<file path="config.mk">
export PLATFORM = sky130hd
export DESIGN_NAME = hazard_fwd_ctrl
export DESIGN_NICKNAME = d
export VERILOG_FILES = /design/src/rtl/hazard_pkg.sv /design/src/rtl/hazard_slot.sv /design/src/rtl/hazard_fwd_ctrl.sv
export SDC_FILE = /design/constraint.sdc
export NUM_CORES = 1
export LEC_CHECK = 0
export BUFFER_PORTS_ARGS = -buffer_cell sky130_fd_sc_hd__buf_2
export CELL_PAD_IN_SITES_DETAIL_PLACEMENT = 1
export CELL_PAD_IN_SITES_GLOBAL_PLACEMENT = 1
export CORE_MARGIN = 5
export CORE_UTILIZATION = 40
export CTS_BUF_LIST = sky130_fd_sc_hd__clkbuf_8
export CTS_CLUSTER_DIAMETER = 60
export CTS_CLUSTER_SIZE = 12
export DETAILED_ROUTE_END_ITERATION = 12
export PLACE_DENSITY = 0.8
export REMOVE_ABC_BUFFERS = 1
export SLEW_MARGIN = 20
export SYNTH_ARGS = -nofsm -noshare
export SYNTH_HDL_FRONTEND = slang
export SYNTH_SLANG_ARGS = --single-unit
</file>
<file path="constraint.sdc">
create_clock -name clk -period 1.9 [get_ports clk]
set_input_delay 0.19 -clock clk [delete_from_list [all_inputs] [get_ports clk]]
set_output_delay 0.19 -clock clk [all_outputs]
set_load 0.02 [all_outputs]
</file>
<file path="src/rtl/hazard_pkg.sv">
// Shared types and constants for the forwarding/stall controller.
package hazard_pkg;

  localparam int unsigned REG_AW = 5;
  localparam int unsigned TNEW_W = 2;

  // Forward-select codes shared by the D, E and M muxes
  localparam logic [2:0] FWD_RF = 3'd0;
  localparam logic [2:0] FWD_W  = 3'd1;
  localparam logic [2:0] FWD_M  = 3'd2;
  localparam logic [2:0] FWD_E  = 3'd3;

  // Operand not consumed by this instruction
  localparam logic [TNEW_W-1:0] TUSE_NONE = 2'd3;

  typedef struct packed {
    logic [REG_AW-1:0] a3;
    logic [TNEW_W-1:0] tnew;
  } slot_t;

  localparam slot_t SLOT_BUBBLE = '0;

  // Register 0 is hardwired, so it never matches a producer
  function automatic logic slot_match(slot_t s, logic [REG_AW-1:0] r);
    return (r != '0) && (s.a3 == r);
  endfunction

endpackage

</file>
<file path="src/rtl/hazard_slot.sv">
// One pipeline tracking slot {a3, tnew}: bubble load and saturating tnew decrement.
module hazard_slot
  import hazard_pkg::*;
#(
  parameter bit Decrement = 1'b1
) (
  input  logic  clk,
  input  logic  reset,
  input  logic  bubble_i,
  input  slot_t slot_i,
  output slot_t slot_o
);

  slot_t slot_d, slot_q;

  // Next-state: pass through, age tnew by one cycle, or squash into a bubble
  always_comb begin
    slot_d = slot_i;
    if (Decrement && (slot_i.tnew != '0)) begin
      slot_d.tnew = slot_i.tnew - 1'b1;
    end
    if (bubble_i) begin
      slot_d = SLOT_BUBBLE;
    end
  end

  // Slot register, cleared to a bubble on reset
  always_ff @(posedge clk or posedge reset) begin
    if (reset) begin
      slot_q <= SLOT_BUBBLE;
    end else begin
      slot_q <= slot_d;
    end
  end

  assign slot_o = slot_q;

endmodule

</file>
<file path="src/rtl/hazard_fwd_ctrl.sv">
// Forwarding-select and stall generation for the 5-stage core.
// Optional feature: HAZARD_MDU_STALL_EN adds multiply/divide busy stalling.
module hazard_fwd_ctrl
  import hazard_pkg::*;
(
  input  logic              clk,
  input  logic              reset,
  input  logic [REG_AW-1:0] rs_d,
  input  logic [REG_AW-1:0] rt_d,
  input  logic [TNEW_W-1:0] tuse_rs_d,
  input  logic [TNEW_W-1:0] tuse_rt_d,
  input  logic [REG_AW-1:0] a3_d,
  input  logic [TNEW_W-1:0] tnew_d,
`ifdef HAZARD_MDU_STALL_EN
  input  logic              md_use_d,
  input  logic              md_busy_e,
  input  logic              md_start_e,
`endif
  output logic              stall,
  output logic [2:0]        frsd,
  output logic [2:0]        frtd,
  output logic [2:0]        frse,
  output logic [2:0]        frte,
  output logic [2:0]        frtm
);

  slot_t slot_e, slot_m, slot_w, slot_in;
  logic [REG_AW-1:0] rs_e_q, rt_e_q, rt_m_q;
  logic reg_stall;

  assign slot_in = '{a3: a3_d, tnew: tnew_d};

  // E loads the D instruction undecremented; a stall squashes it into a bubble
  hazard_slot #(.Decrement(1'b0)) u_slot_e (
    .clk      (clk),
    .reset    (reset),
    .bubble_i (stall),
    .slot_i   (slot_in),
    .slot_o   (slot_e)
  );

  hazard_slot #(.Decrement(1'b1)) u_slot_m (
    .clk      (clk),
    .reset    (reset),
    .bubble_i (1'b0),
    .slot_i   (slot_e),
    .slot_o   (slot_m)
  );

  hazard_slot #(.Decrement(1'b1)) u_slot_w (
    .clk      (clk),
    .reset    (reset),
    .bubble_i (1'b0),
    .slot_i   (slot_m),
    .slot_o   (slot_w)
  );

  // Source addresses following the instruction into E and M
  always_ff @(posedge clk or posedge reset) begin
    if (reset) begin
      rs_e_q <= '0;
      rt_e_q <= '0;
      rt_m_q <= '0;
    end else begin
      rs_e_q <= stall ? '0 : rs_d;
      rt_e_q <= stall ? '0 : rt_d;
      rt_m_q <= rt_e_q;
    end
  end

  function automatic logic needs_stall(logic [REG_AW-1:0] r, logic [TNEW_W-1:0] tuse,
                                       slot_t e, slot_t m);
    logic pending;
    pending = (slot_match(e, r) && (tuse < e.tnew)) || (slot_match(m, r) && (tuse < m.tnew));
    return (tuse != TUSE_NONE) && pending;
  endfunction

  function automatic logic [2:0] d_sel(logic [REG_AW-1:0] r, slot_t e, slot_t m, slot_t w);
    if (slot_match(e, r) && (e.tnew == '0)) return FWD_E;
    if (slot_match(m, r) && (m.tnew == '0)) return FWD_M;
    if (slot_match(w, r))                   return FWD_W;
    return FWD_RF;
  endfunction

  function automatic logic [2:0] e_sel(logic [REG_AW-1:0] r, slot_t m, slot_t w);
    if (slot_match(m, r) && (m.tnew == '0)) return FWD_M;
    if (slot_match(w, r))                   return FWD_W;
    return FWD_RF;
  endfunction

  // Stall and forward selects, combinational from tracked state and D inputs
  always_comb begin
    reg_stall = needs_stall(rs_d, tuse_rs_d, slot_e, slot_m) ||
                needs_stall(rt_d, tuse_rt_d, slot_e, slot_m);
`ifdef HAZARD_MDU_STALL_EN
    stall = reg_stall || (md_use_d && (md_busy_e || md_start_e));
`else
    stall = reg_stall;
`endif
    frsd = d_sel(rs_d, slot_e, slot_m, slot_w);
    frtd = d_sel(rt_d, slot_e, slot_m, slot_w);
    frse = e_sel(rs_e_q, slot_m, slot_w);
    frte = e_sel(rt_e_q, slot_m, slot_w);
    frtm = slot_match(slot_w, rt_m_q) ? FWD_W : FWD_RF;
  end

endmodule
</file>
==> summary.txt <==
Timing
  – RSZ-0062 raised after global routing: true
  – Tmin final: roughly 2.1 ns
  – Clk_skew: ~0.0084 ns
  – Fin crit share: 113%
  – Setup TNS: -2.67 ns
  – Slack of the critical path: -0.250 ns
  – Final hold violations: 0
  – Fmax: between 400 and 500 MHz
  – Setup Viol. Count Final: 25
  – Slew Viols, Final: 0

Power and ir drop
  – Pint: about 1400 uW
  – Switching Fraction: between 30% and 40%
  – Max VDD drop: about 0.45 mV
  – Power Dens Cells: 691 mW/mm^2
  – Sw Pwr: 689 uW
  – Register share of total power: 40.7%
  – Leakage: ~0.0013 uW
  – Clk pwr share: roughly a quarter
  – Gate power share: approximately a third

Worst setup path
  – CP Capture Type: output pin
  – Crit Path Category: flip-flop to output pin
  – Critical Path RT: around 1.7 ns
  – Reg-to-reg startpoint: u_slot_e.slot_o[1]
  – Worst reg2reg path endpoint: rs_e_q[1]
  – Reg2Reg Depth: 9
  – Crit-path max FO: 3
  – Setup crit start kind: flip-flop
  – Critical path arrival: between 1.5 and 2 ns
  – R2r setup slk: -0.10 ns

Min path
  – Hold path depth: 2
  – Hold Path End: u_slot_e.slot_o[2]
  – Worst hold start: a3_d[0]
  – Worst hold path type: primary input to flip-flop

Synth
  – Synthesis warning total: 0
  – Main area contributors after synthesis: dfrtp_1 43%, xnor2_1 13%, xor2_1 11%
  – Seq/Total Area, Yosys: 42.9%
  – Synth area leader: dfrtp_1
  – Syn avg cell area: 10.5 sq um
  – Synth unique cells: 31
  – Post-synth EDFFs: 0
  – Synth Flop Type: dfrtp_1
  – Syn Inst Count: around 190
  – Asr flop ratio synth: between 90% and 100%
  – #FFs+latches synth: 34
  – Top cell type's share of synthesized area: between 40% and 50%
  – Mapped Area: a little under 0.002 sq mm

Placed design
  – Detailed placer's ending HPWL: around 3.9 mm
  – Placer Congestion: around 0.85
  – Buffers on Ports: 32

Layout
  – Layout Utilization: 64.8%
  – Most frequent cells in the layout: 40 x buf_4, 24 x buf_2, 24 x dfrtp_1
  – Ratio of cells with drive above 1 in the final layout: just under 60%
  – Most common cell after layout, fill and taps aside: buf_4
  – Final #Nets: 290
  – N_diodes: 0
  – Layout area overhead: 55.4%

Floorplan
  – Die height: approximately 80 microns
  – Core Region: between 0.004 and 0.005 sq mm
  – Row Count: 25
  – Num ports: 39
  – Die Span X: ~80 microns
  – Starting Density: 41.7%
  – Die area: ~0.0065 sq mm

Clock network
  – CTS sink cnt: 34
  – H-tree Lvls: 2
  – CTS tree: built
  – Reg clk slew, reported paths: ~0.08 ns
  – CTS buffer count: 5
  – Clock Tree Buf Depth: 2
  – Clock Latency Late Sink: 0.30 ns
  – Root Buffer: clkbuf_8

Global routing
  – Largest net degree at the start of global routing: 35
  – Initial antenna violation count: 0
  – Remaining Overflow, GRT: 0
  – Gr usage total: between 20% and 30%
  – Vias in the first global route: 1851
  – First-pass GRT wire length: approximately 10 mm

Routing
  – Avg WL per Cell: 20.1 microns
  – Final wirelength: around 6.6 mm
  – Pre-antenna DRT Iters: 4
  – DRC: 0
  – Vias after detailed routing: 1676
  – Remaining antenna violation count: 0
  – Via/cell ratio: 5.06
  – Iteration-0 DRC Markers: 44

Status
  – Status: finished, violations left
  – Violated checks: negative setup slack

Flow run
  – Max-cap viol count: 0
-- per-stage QoR --
stage	hold WS [ns]	cells	setup WS, ns	cell area, sq um	power (uW)
3_5_place_dp	0.308	299	-0.292	2320	1290
4_1_cts	0.120	324	-0.217	2780	1980
2_1_floorplan	0.319	179	-0.186	1920	1120
6_report	0.112	331	-0.250	3080	2130
5_1_grt	0.116	331	-0.353	3080	2230
3_3_place_gp	0.297	299	-0.202	2320	1280
-- cells by family (layout without fill, tap and decap cells) --
kind of cell / count (synthesis) / count (layout) / synth area share (%)
AO/OA/AOI/OAI: 9 / 9 / 3.16
other: 1 / 6 / 0.189
AND/OR/NAND/NOR: 68 / 68 / 22.4
buffers and inverters: 18 / 89 / 4.92
adder cells (fa/ha/maj): 4 / 4 / 2.53
XOR/XNOR: 54 / 54 / 23.9
flip-flops: 34 / 34 / 42.9
-- power groups by stage --
stage	logic (uW)	registers (uW)	clock network, uW
2_1_floorplan	258	862	0
5_1_grt	748	874	605
3_3_place_gp	401	876	0
4_1_cts	566	855	560
6_report	694	867	567
3_5_place_dp	416	878	0
-- synth_stat cells, types with 2 or more instances --
master,count
nor3_1,4
ha_1,4
inv_1,4
o22a_1,2
or4_1,6
nand4_1,3
or4_4,2
o21ai_0,3
xnor2_1,30
xor2_1,24
dfrtp_1,34
nor4_1,11
nor2b_1,4
clkbuf_1,7
nor2_1,5
nand2_1,2
buf_4,6
nand3b_1,2
nand3_1,5
o22ai_1,2
and2_1,18
-- worst max path at each step --
stage | slack, ns | cells past startpoint | endpoint | start
after floorplan | -0.19 | 4 | frte[0] | rt_e_q[1]
after global placement | -0.20 | 8 | rs_e_q[1] | u_slot_e.slot_o[1]
after detailed placement | -0.29 | 8 | rs_e_q[2] | u_slot_e.slot_o[1]
after CTS | -0.22 | 9 | stall | u_slot_e.slot_o[1]
after global routing | -0.35 | 9 | stall | u_slot_e.slot_o[1]
final | -0.25 | 5 | frsd[1] | u_slot_m.slot_o[6]
-- registers in the layout, summed over array words and instances (netlist names) --
register / flops
rs_e_q: 5
rt_e_q: 5
rt_m_q: 5
u_slot_e.slot_o: 7
u_slot_m.slot_o: 7
u_slot_w.slot_o: 5
-- worst max-delay path, stage by stage, from the launching register on --
cell and delay, ns:
dfrtp_2 0.46, xnor2_2 0.17, nand3_2 0.10, or4_4 0.54
o21ai_1 0.20, buf_4 0.18
-- routing by layer --
layer / track usage [%] / vias up / wire, microns
li1: - / 774 / -
met1: 23.6 / 839 / 2500
met2: 40.1 / 47 / 3670
met3: 5.16 / 16 / 251
met4: 6.93 / 0 / 218
met5: 0 / - / 0
-- cell type report --
cell class | count | area, sq um
Clock buffer | 6 | 82.6
Inverter | 4 | 15.0
Clock inverter | 2 | 8.76
Multi-Input combinational cell | 141 | 1450
Sequential cell | 34 | 863
Fill cell | 507 | 1670
Tap cell | 67 | 83.8
Timing Repair Buffer | 77 | 573
-- timing repair --
| action | CTS | global route |
|---|---|---|
| hold endpoints to repair | 6 | 0 |
| gates resized for setup | 55 | 49 |
| setup buffers | 15 | 10 |
| hold buffers | 1 | 0 |
| pin swaps | 25 | 24 |
| setup endpoints to repair | 25 | 27 |
| cloned | 1 | 0 |
No activity file was read; power rests on OpenSTA's default activity.
